`config.mk`:
```
export PLATFORM = sky130hd
export DESIGN_NAME = multi_edge_detector
export DESIGN_NICKNAME = d
export VERILOG_FILES = /design/src/rtl/multi_edge_pkg.sv /design/src/rtl/multi_edge_detector_channel.sv /design/src/rtl/multi_edge_detector.sv
export SDC_FILE = /design/constraint.sdc
export NUM_CORES = 1
export LEC_CHECK = 0
export ABC_AREA = 1
export BUFFER_PORTS_ARGS = -buffer_cell sky130_fd_sc_hd__buf_2
export CAP_MARGIN = 20
export CORE_ASPECT_RATIO = 0.7
export CORE_MARGIN = 2
export CORE_UTILIZATION = 45
export DETAILED_ROUTE_END_ITERATION = 8
export PLACE_DENSITY = 0.7
export SLEW_MARGIN = 0
export SYNTH_ARGS = -nofsm -noshare
export SYNTH_HDL_FRONTEND = slang
export SYNTH_SLANG_ARGS = --single-unit
```
`constraint.sdc`:
```
create_clock -name clk -period 1.1 [get_ports clk]
set_input_delay 0 -clock clk [delete_from_list [all_inputs] [get_ports clk]]
set_output_delay 0 -clock clk [all_outputs]
set_load 0.01 [all_outputs]
```
`src/rtl/multi_edge_pkg.sv`:
```
// Shared definitions for the multi-channel edge detector: edge-select
// encodings and the legal ranges of the structural parameters.
package multi_edge_pkg;

  // Global edge-select encoding driven on the mode port.
  typedef enum logic [1:0] {
    MODE_RISE = 2'b00,
    MODE_FALL = 2'b01,
    MODE_BOTH = 2'b10,
    MODE_OFF  = 2'b11
  } mode_t;

  localparam int MAX_WIDTH        = 32;
  localparam int MIN_SYNC_STAGES  = 2;
  localparam int MAX_SYNC_STAGES  = 4;
  localparam int MAX_DEBOUNCE     = 65535;

endpackage

```
`src/rtl/multi_edge_detector_channel.sv`:
```
// One channel of the edge detector: synchroniser chain, optional debounce
// filter, previous-level register and the combinational edge_det term.
// Optional debounce filter is built when MULTI_EDGE_DEBOUNCE_EN is defined.
module edge_det_channel
  import multi_edge_pkg::*;
#(
  parameter int SYNC_STAGES     = 2,
  parameter int DEBOUNCE_CYCLES = 4
) (
  input  logic  clk,
  input  logic  rst,
  input  logic  signal_in,
  input  mode_t mode,
  output logic  edge_det
);

  if (SYNC_STAGES < MIN_SYNC_STAGES || SYNC_STAGES > MAX_SYNC_STAGES) begin : g_bad_sync
    $error("edge_det_channel: SYNC_STAGES out of range");
  end
  if (DEBOUNCE_CYCLES < 1 || DEBOUNCE_CYCLES > MAX_DEBOUNCE) begin : g_bad_debounce
    $error("edge_det_channel: DEBOUNCE_CYCLES out of range");
  end

  logic [SYNC_STAGES-1:0] sync_q;
  logic                   sync_bit;
  logic                   level;
  logic                   prev;
  logic                   rise;
  logic                   fall;

  // Shift the raw asynchronous level through the synchroniser flops.
  // NOTE: clocked state always uses non-blocking assignments so every flop
  // samples the pre-edge value of its neighbour.
  always_ff @(posedge clk or posedge rst) begin
    if (rst) begin
      sync_q <= '0;
    end else begin
      sync_q <= {sync_q[SYNC_STAGES-2:0], signal_in};
    end
  end

  assign sync_bit = sync_q[SYNC_STAGES-1];

`ifdef MULTI_EDGE_DEBOUNCE_EN
  localparam int CNT_W = $clog2(DEBOUNCE_CYCLES + 1);
  localparam logic [CNT_W-1:0] CNT_LAST = CNT_W'(DEBOUNCE_CYCLES - 1);

  logic [CNT_W-1:0] cnt;
  logic             filt;

  // Accept a new level only after it has differed from the filtered level
  // for DEBOUNCE_CYCLES consecutive cycles; any return to agreement restarts.
  always_ff @(posedge clk or posedge rst) begin
    if (rst) begin
      cnt  <= '0;
      filt <= 1'b0;
    end else if (sync_bit != filt) begin
      if (cnt == CNT_LAST) begin
        filt <= sync_bit;
        cnt  <= '0;
      end else begin
        cnt <= cnt + 1'b1;
      end
    end else begin
      cnt <= '0;
    end
  end

  assign level = filt;
`else
  assign level = sync_bit;
`endif

  // Track the level every cycle independent of mode, so switching mode
  // never manufactures an edge out of stale history.
  always_ff @(posedge clk or posedge rst) begin
    if (rst) begin
      prev <= 1'b0;
    end else begin
      prev <= level;
    end
  end

  assign rise = level & ~prev;
  assign fall = ~level & prev;

  // Select which transitions count as an edge for the current mode.
  // NOTE: the default assignment up front keeps this purely combinational
  // even if a case arm is later left without an assignment.
  always_comb begin
    edge_det = 1'b0;
    case (mode)
      MODE_RISE: edge_det = rise;
      MODE_FALL: edge_det = fall;
      MODE_BOTH: edge_det = rise | fall;
      default:   edge_det = 1'b0;
    endcase
  end

endmodule

```
`src/rtl/multi_edge_detector.sv`:
```
// Multi-channel edge detector: WIDTH independent channels producing
// registered one-cycle edge pulses and sticky write-1-to-clear pending flags.
// Optional debounce filter is built when MULTI_EDGE_DEBOUNCE_EN is defined.
module multi_edge_detector
  import multi_edge_pkg::*;
#(
  parameter int WIDTH           = 4,
  parameter int SYNC_STAGES     = 2,
  parameter int DEBOUNCE_CYCLES = 4
) (
  input  logic             clk,
  input  logic             rst,
  input  logic [WIDTH-1:0] signal_in,
  input  logic [1:0]       mode,
  input  logic [WIDTH-1:0] clear,
  output logic [WIDTH-1:0] edge_pulse,
  output logic [WIDTH-1:0] pending,
  output logic             any_pending
);

  if (WIDTH < 1 || WIDTH > MAX_WIDTH) begin : g_bad_width
    $error("multi_edge_detector: WIDTH out of range");
  end

  mode_t            mode_sel;
  logic [WIDTH-1:0] edge_det;
  logic [WIDTH-1:0] pending_next;

  assign mode_sel = mode_t'(mode);

  for (genvar i = 0; i < WIDTH; i++) begin : g_ch
    edge_det_channel #(
      .SYNC_STAGES     (SYNC_STAGES),
      .DEBOUNCE_CYCLES (DEBOUNCE_CYCLES)
    ) u_ch (
      .clk       (clk),
      .rst       (rst),
      .signal_in (signal_in[i]),
      .mode      (mode_sel),
      .edge_det  (edge_det[i])
    );
  end

  // A same-cycle edge overrides a clear, so an edge is never lost.
  assign pending_next = (pending & ~clear) | edge_det;

  // Register pulses, sticky flags and their OR so all three move together.
  always_ff @(posedge clk or posedge rst) begin
    if (rst) begin
      edge_pulse  <= '0;
      pending     <= '0;
      any_pending <= 1'b0;
    end else begin
      edge_pulse  <= edge_det;
      pending     <= pending_next;
      any_pending <= |pending_next;
    end
  end

endmodule

```
== Word level (Yosys, flattened, before mapping) ==
Cells that the tools add are included.

* Register bits: 21
* Input port bits: 12
* Output and inout bits: 9
* Logic and storage cells: 42

* Equality and inequality tests: 2
* Muxes and demuxes: 4
* Bitwise logic cells: 23
* Reductions and logical operators: 2

{| class="wikitable"
|+ Operators by type and width
! kind !! number
|-
| $pmux 1 s3 || 4
|-
| $and 1x1->1 || 8
|-
| $not 1->1 || 8
|-
| $and 4x4->4 || 1
|-
| $not 4->4 || 1
|-
| $or 1x1->1 || 4
|-
| $or 4x4->4 || 1
|-
| $reduce_or 4->1 || 1
|-
| $eq 2x1->1 const B || 1
|-
| $eq 2x2->1 const B || 1
|-
| $logic_not 2->1 || 1
|}

== Logic depth before layout (Yosys ltp) ==
Gate-level depths: netlist (run 1).

* Depth after elaboration: 6
* Mapped depth: 6

== Hierarchy ==
Synthesis (run 1) repeated with hierarchy kept, for this count alone.

* Cells, all modules: 89
* Area total of the unflattened synthesis: 908.4 sq um

{| class="wikitable"
|+ Modules (own cells, without submodules)
! module !! times used !! cells an instance !! area each (sq um) !! sequential area each (sq um)
|-
| edge_det_channel || 4 || 15 || 148.9 || 75.1
|-
| multi_edge_detector || 1 || 29 || 312.8 || 225.2
|}

== Worst setup path before layout (run 1) ==
OpenSTA, ideal clock, no wires.

* Kind: reg2reg
* Start: reg g_ch[0].u_ch.sync_q[1]
* End: reg any_pending
* Setup time: 0.119 ns
* Data arrival time: 0.973 ns
* Required time: 0.981 ns
* Slack: 0.008 ns
* Cell stages (with the launch flop): 6
* Clock period less this slack: 1.092 ns
* Path through: dfrtp_1 -> ha_1 -> nand3b_1 -> nand4_2 -> nor2_1 -> nand2_1

* Longest elaborated chain between the ends: 6
* Elaborated cells on any way between the ends: 7

{| class="wikitable"
|+ Ends and longest elaborated chain
! what !! line !! RTL
|-
| from (decl) || multi_edge_detector_channel.sv:24 || <nowiki>logic [SYNC_STAGES-1:0] sync_q;</nowiki>
|-
| from (signal assigned) || multi_edge_detector_channel.sv:38 || <nowiki>sync_q <= {sync_q[SYNC_STAGES-2:0], signal_in};</nowiki>
|-
| $not 1->1 || multi_edge_detector_channel.sv:85 || <nowiki>assign fall = ~level & prev;</nowiki>
|-
| $and 1x1->1 || multi_edge_detector_channel.sv:85 ||
|-
| $or 1x1->1 || multi_edge_detector_channel.sv:95 || <nowiki>MODE_BOTH: edge_det = rise | fall;</nowiki>
|-
| $pmux 1 s3 * || multi_edge_detector_channel.sv:92 || <nowiki>case (mode)</nowiki>
|-
| $or 4x4->4 * || multi_edge_detector.sv:45 || <nowiki>assign pending_next = (pending & ~clear) | edge_det;</nowiki>
|-
| net pending_next[0] || multi_edge_detector.sv:27 || <nowiki>logic [WIDTH-1:0] pending_next;</nowiki>
|-
| $reduce_or 4->1 * || multi_edge_detector.sv:56 || <nowiki>any_pending <= |pending_next;</nowiki>
|-
| to (signal assigned) || multi_edge_detector.sv:56 ||
|-
| to (decl) || multi_edge_detector.sv:18 || <nowiki>output logic any_pending</nowiki>
|}

The timed path passes the listed nets; every way through them passes the cells marked *.

== Worst setup path in the final report (run 1) ==
* Start: reg g_ch[3].u_ch.prev
* End: reg any_pending

* Longest elaborated chain between the ends: 6
* Elaborated cells on any way between the ends: 7

{| class="wikitable"
|+ Ends and longest elaborated chain
! what !! line !! RTL
|-
| from (decl) || multi_edge_detector_channel.sv:27 || <nowiki>logic prev;</nowiki>
|-
| from (signal assigned) || multi_edge_detector_channel.sv:80 || <nowiki>prev <= level;</nowiki>
|-
| $not 1->1 || multi_edge_detector_channel.sv:84 || <nowiki>assign rise = level & ~prev;</nowiki>
|-
| $and 1x1->1 || multi_edge_detector_channel.sv:84 ||
|-
| $or 1x1->1 || multi_edge_detector_channel.sv:95 ||
|-
| $pmux 1 s3 * || multi_edge_detector_channel.sv:92 ||
|-
| $or 4x4->4 * || multi_edge_detector.sv:45 ||
|-
| net pending_next[3] || multi_edge_detector.sv:27 ||
|-
| $reduce_or 4->1 * || multi_edge_detector.sv:56 ||
|}

Marks and branches as above.

==> results summary, run 1 <==
The worst endpoint data arrival time is 1.37 ns. The power density normalized to cell area is 1310 nW/um^2. After routing the design area is 1070 sq um.

For this run, design rule violations remaining after detail routing come to 0. The number of top-level pins is 21. The worst setup path is of the register to register kind.

The clock sink count is 21. The final setup skew came out at 0.00292 ns. The register clock-pin slew on the reported worst setup and hold paths came out at 0.10 ns. Power comes to 1.40 mW. The signed area change from the synthesized netlist to the final layout is 26.9%. The met3 wirelength from detailed routing came out at 113 um. Once detail routing completed, the nets flagged for antenna violations numbered 0. Setup repair after global routing could not meet its margin everywhere. The tree is rooted in a clkbuf_4. The maximum operating frequency is 0.849 GHz. The vias after detailed routing came out at 545.

The last weighted congestion value of the routability-driven placer is 0.843. The global router's overall resource usage came out at 0.141. For this run, the post-layout net count is 125. The final reports fail on setup timing. Hold is met by 0.0310 ns. For the finished layout, the period the worst path requires is 1.18 ns. The critical path endpoint category is a register.

After the flow finishes, the layout carries non-filler instances totaling 126. TritonCTS built the clock tree. The count of final hold-check violations came out at 0. The horizontal die dimension is 55.7 um. The total wire length after detailed routing is 1.22 mm. The wire length of the first global-routing pass came out at 2.26 mm.

The insertion delay to the later sink of the worst-skew pair came out at 0.29 ns. The y dimension of the die came out at 40.2 um. CTS built an H-tree with a depth of 1. Timing analysis after detailed placement gives a worst setup slack of -0.0682 ns. The cell area after placement is 976 sq um.

The slew of the pin with the lowest slew margin is 0.281 ns. The initial core utilization is 0.466. The vias per cell is 4.33. The worst setup path is launched from a register. The fraction of final layout cells with drive strength greater than 1 came out at 0.279. The clock passes through at most 2 buffers. The initial antenna violation count came to 0. The number of max-cap violations came out at 0.

The netlist area before placement came out at 841 sq um. The delay contributed by the slowest stage of the critical path is 0.37 ns. The flow ran to the end, but the final reports show violations. Before antenna repair, the detailed router went through 4 iterations.

The synthesized area per cell is 11.7 sq um. The launching point of the worst reg2reg path is g_ch[3].u_ch.prev$_DFF_PP0_. The count of state elements after synthesis came out at 21.

In this run the most critical hold path is launched from clear[0]. The signal on the critical path passes through inv_1 > ha_1 > nand3b_1 > nand4_1 > nor2_1 > nand2_1. The most common library cell in the layout ignoring fill and taps is dfrtp_1. The count of buffers added on input and output ports is 20. The cell leakage power is 0.590 nW. For the worst setup path, the data required time is 1.29 ns. The share of the clock period used by the worst path is 1.07. The number of unique standard cell types used by synthesis came out at 9. The antenna diode count is 0. For this run, the register share of the synthesized area comes to 0.625. Tracing the worst setup path back leads to its startpoint at g_ch[3].u_ch.prev$_DFF_PP0_. In this run the worst hold path is classified as primary input to register. The placeable core region came out at 1810 sq um. The worst pin sits at a relative slew slack of 0.812. The Yosys warning count is 0.

The average wire per cell in the routed design is 9.70 um. The post-synth net total is 92. The topmost layer with routed signal wires is met3. The DRC violation total after the first TritonRoute iteration is 12. The number of CTS-inserted buffers came out at 3. The die area is 2240 sq um. In this run the register-to-register setup slack is -0.08 ns.

After detailed routing, the wire length on met1 is 572 um. The post-route worst setup slack came out at -0.0783 ns. The count of pins over their slew limit came out at 0. The number of setup violations in the final report came out at 3. The buffer and inverter count on the worst path is 1. The aggregate global routing overflow came out at 0. After legalization and detailed placement, the total HPWL measured 921 um. The length of routed met2 wiring came out at 536 um. The number of global-route vias before repair is 543. Of all nets on the critical path, the largest fanout is 2. The total instance count after detailed placement is 115.

The worst-case IR drop observed on VDD is 1030 uV. The slowest stage of the critical path is the dfrtp_1 cell. In this run the core area contains 13 standard-cell rows. The top cell types in the final layout, fill and taps aside, are 21 x dfrtp_1, 20 x buf_2, 15 x inv_1. Grouping stages by cell kind, the critical path spends the most delay in simple AND/OR/NAND/NOR gates. The number of standard cells after synthesis is 72. The pin count of the biggest net entering global routing came out at 22.
[logic make-up after synthesis]
group | count (synthesis) | share of synthesized area
fa+ha+maj | 8 | 0.119
flops | 21 | 0.625
simple gates | 28 | 0.189
buf+inv | 15 | 0.0670
[synth_stat cells]
cell | instances | area [sq um]
nand3_1 | 8 | 40.0
inv_1 | 15 | 56.3
nand2_1 | 9 | 33.8
ha_1 | 8 | 100
dfrtp_1 | 21 | 526
nand3b_1 | 4 | 30.0
nand4_1 | 1 | 6.26
nand4_2 | 3 | 37.5
nor2_1 | 3 | 11.3
[path summary, 6_finish.rpt]
check / to / depth (start not counted)
hold / removal: pending[0]$_DFF_PP0_ / 4
setup / recovery: any_pending$_DFF_PP0_ / 6
min in group asynchronous: g_ch[3].u_ch.prev$_DFF_PP0_ / 4
max in group asynchronous: g_ch[1].u_ch.prev$_DFF_PP0_ / 4
hold reg to reg: g_ch[1].u_ch.sync_q[1]$_DFF_PP0_ / 0
setup reg to reg: any_pending$_DFF_PP0_ / 6
[power breakdown]
part           internal, mW  leakage, nW  switching [mW]  total (mW)
sequential            0.831        0.251          0.0229       0.854
combinational        0.0989        0.325           0.111       0.210
clock                 0.141       0.0150           0.199       0.340
total                  1.07        0.590           0.332        1.40
[tightest hold or removal path, cell delays in order]
cell	delay (ns)
buf_2	0.09
inv_1	0.04
nand2_1	0.06
nand4_2	0.10
[registers in the layout, summed over array words and instances, names as in the netlist]
| register | cells |
|---|---|
| any_pending | 1 |
| edge_pulse | 4 |
| g_ch.u_ch.prev | 4 |
| g_ch.u_ch.sync_q | 8 |
| pending | 4 |
[repair_timing]
| action | CTS | global route |
|---|---|---|
| hold buffers | 5 | 0 |
| resized for setup | 0 | 0 |
| endpoints found under the hold margin | 25 | 0 |
| setup endpoints to repair | 1 | 6 |
| pin swaps | 0 | 2 |
| buffers inserted | 0 | 2 |
[per-stage QoR]
step / util / TNS [ns]
finish: 0.591 / -0.141
floorplan: - / 0
global placement: 0.541 / -0.0533
CTS: 0.583 / -0.0920
global route: 0.591 / -0.450
detailed placement: 0.541 / -0.0682
[area by class of cell]
cell class | instances | area [sq um]
well taps | 22 | 27.5
clock buffers | 4 | 26.3
fillers | 153 | 738
flip-flops and latches | 21 | 526
repair buffers | 28 | 173
inverters | 15 | 56.3
multi-input cells | 36 | 259
[per-layer routing]
| metal | vias to the layer above | global-route usage |
|---|---|---|
| met5 | - | 0 |
| met4 | 0 | 0.0366 |
| met3 | 0 | 0.0645 |
| met2 | 21 | 0.247 |
| met1 | 232 | 0.165 |
| li1 | 292 | - |
No activity file was read; power rests on OpenSTA's default activity.
==> run 2: changes to the inputs <==
GPL_TIMING_DRIVEN = 0   (was default)
==> run 2 against run 1 <==
- the run still ends with setup timing left
- fmax fell by 0.85%
- sequential power barely moved
- first-iteration DRC count fell by 42%
- final area fell by 0.82%
- routed wire length rose by 3.5%
- critical path depth fell by 1
- power rose by 0.68%
- largest cell class unchanged
==> results summary, run 2 (same netlist as run 1, synthesis figures left out) <==
The DRC violation total after the first TritonRoute iteration is 7 (was 12). The launching point of the worst reg2reg path was g_ch[0].u_ch.sync_q[1]$_DFF_PP0_ (was g_ch[3].u_ch.prev$_DFF_PP0_). The pin count of the biggest net entering global routing came out at 22 (unchanged). The number of filler cells placed in the layout came out at 151 (was 153). The cell leakage power came out at 0.589 nW (was 0.590 nW). The last weighted congestion value of the routability-driven placer came out at 0.844 (was 0.843).

The number of top-level pins came out at 21 (unchanged). The die area came out at 2240 sq um (unchanged). The insertion delay to the later sink of the worst-skew pair came out at 0.29 ns (about the same). The final setup skew came to 0.00478 ns (was 0.00292 ns).

The count of pins over their slew limit is 0 (unchanged). The maximum clock path buffer count is 2 (unchanged). The critical path endpoint category is a register (unchanged). The slew of the pin with the lowest slew margin came out at 0.757 ns (was 0.281 ns). The fraction of final layout cells with drive strength greater than 1 came out at 0.294 (was 0.279).

The signed area change from the synthesized netlist to the final layout came out at 25.9% (was 26.9%). The final-stage net count was 123 (was 125). The master cell of the clock root buffer was clkbuf_4 (unchanged). The vias per cell came out at 4.61 (was 4.33).

The floorplan row count is 13 (unchanged). The kind of start point of the critical path was a register (unchanged). The register clock-pin slew on the reported worst setup and hold paths came out at 0.11 ns (was 0.10 ns).

The worst endpoint data arrival time came out at 1.38 ns (was 1.37 ns). The initial antenna violation count came out at 0 (unchanged). The startpoint of the most critical setup path is g_ch[0].u_ch.sync_q[1]$_DFF_PP0_ (was g_ch[3].u_ch.prev$_DFF_PP0_). The number of global-route vias before repair is 527 (was 543). The placeable core region came out at 1810 sq um (unchanged). The TritonCTS clock tree was built (unchanged). The maximum fanout along the worst path is 3 (was 2).

The relative slew slack is 0.495 (was 0.812). The area of all placed cells without fillers is 1060 sq um (was 1070 sq um). The power density normalized to cell area is 1330 nW/um^2 (was 1310 nW/um^2). Setup repair after global routing missed its margin: yes (unchanged). Status: finished with violations (unchanged).

The type of the worst setup path was register to register (unchanged). The aggregate global routing overflow came to 0 (unchanged). The clock sink count is 21 (unchanged). The average wire per cell in the routed design is 10.2 um (was 9.70 um). The detailed-routing iteration count for the pre-antenna-repair pass is 4 (unchanged). The setup slack at placement is -0.0766 ns (was -0.0682 ns). The y dimension of the die came out at 40.2 um (unchanged). The cell area after placement is 968 sq um (was 976 sq um).

The number of setup violations in the final report came out at 2 (was 3). The detailed-route DRC error count is 0 (unchanged). The vias after detailed routing is 572 (was 545).

Violations in the final reports: setup timing (unchanged). The horizontal die dimension came to 55.7 um (unchanged). The antenna diode count came to 0 (unchanged).

The wire length of the first global-routing pass came out at 2.08 mm (was 2.26 mm). The critical path data required time came out at 1.29 ns (about the same). The number of input and output port buffers inserted came out at 20 (unchanged).

The count of final hold-check violations is 0 (unchanged). The number of levels the H-tree was split into is 1 (unchanged). The launch point of the worst hold path is clear[1] (was clear[0]). The post-route worst setup slack came out at -0.0884 ns (was -0.0783 ns). The flip-flop count of the largest register after layout is 8 (unchanged). The number of max-cap violations came out at 0 (unchanged). The clock period minus worst slack came out at 1.19 ns (was 1.18 ns). The maximum operating frequency is 0.841 GHz (was 0.849 GHz).

The setup TNS is -0.135 ns (was -0.141 ns). The global router's overall resource usage came to 0.135 (was 0.141). The class of the worst hold path is primary input to register (unchanged).

The initial core utilization came out at 0.466 (unchanged). The half-perimeter wire length after placement came out at 946 um (was 921 um). The share of the clock period used by the worst path came out at 1.08 (was 1.07). The total wire length after detailed routing is 1.27 mm (was 1.22 mm).

The register bank with the most flops was g_ch.u_ch.sync_q (unchanged). The most common library cell in the layout ignoring fill and taps was dfrtp_1 (unchanged). Commonest cells after routing, fill and taps aside: 21 x dfrtp_1, 20 x buf_2, 14 x inv_1 (was 21 x dfrtp_1, 20 x buf_2, 15 x inv_1). The remaining number of nets flagged by the antenna check after routing came out at 0 (unchanged). The maximum VDD drop is 1140 uV (was 1030 uV). The number of CTS-inserted buffers is 3 (unchanged).
==> run 2: cell types whose count changed in the layout (fill, tap and decap cells not counted) <==
cell	change
buf_4	-2
clkbuf_1	-1
clkinv_2	+1
inv_1	-1
inv_2	+1
nand3_1	-1
nand3_2	+1
==> run 2: what timing repair did <==
item,CTS,global route
resized for setup,0,2
hold buffers,5,0
pin swaps,0,1
endpoints found under the hold margin,25,0
setup endpoints to repair,1,8
buffers inserted,0,1
==> run 2: power breakdown <==
group	internal, mW	total, mW	switching, mW
sequential	0.831	0.855	0.0237
clock	0.135	0.347	0.212
combinational	0.0993	0.210	0.111
total	1.07	1.41	0.347
==> run 2: layout make-up <==
cell class	instances	area, sq um	share of cell area
Clock buffer	3	22.5	0.0213
Clock inverter	1	5.00	0.00473
Inverter	15	56.3	0.0532
Multi-Input combinational cell	36	264	0.249
Sequential cell	21	526	0.496
Tap cell	22	27.5	0.0260
Timing Repair Buffer	26	158	0.149
==> run 2: through the flow <==
stage / power, mW / hold WS, ns / instances / utilization
final: 1.41 / 0.0307 / 124 / 0.586
after global routing: 1.50 / 0.0436 / 124 / 0.586
after CTS: 1.43 / 0.0251 / 123 / 0.579
after detailed placement: 1.06 / 0.110 / 114 / 0.536
after global placement: 1.05 / 0.108 / 114 / 0.536
after floorplan: 0.979 / -0.0235 / 72 / -
==> run 2: path summary, 6_finish.rpt <==
check	slack, ns	endpoint	depth (start not counted)
hold / removal	0.03	pending[1]$_DFF_PP0_	4
max in group asynchronous	0.25	pending[3]$_DFF_PP0_	3
hold reg to reg	0.36	g_ch[0].u_ch.sync_q[1]$_DFF_PP0_	0
min in group asynchronous	0.38	g_ch[2].u_ch.sync_q[0]$_DFF_PP0_	3
setup reg to reg	-0.09	any_pending$_DFF_PP0_	5
setup / recovery	-0.09	any_pending$_DFF_PP0_	5
==> run 2: per-layer routing <==
metal	routed length, um	GRT usage	vias up
met2	588	0.247	23
li1	-	-	287
met5	0	0	-
met4	21	0.0732	0
met3	103	0.0581	4
met1	552	0.138	258
==> run 2: critical path: stages (launching register included) <==
cell and delay [ns]:
dfrtp_1 0.41, ha_1 0.27, nand3b_1 0.15, nand4_2 0.09, nor2_1 0.11, nand2_1 0.05
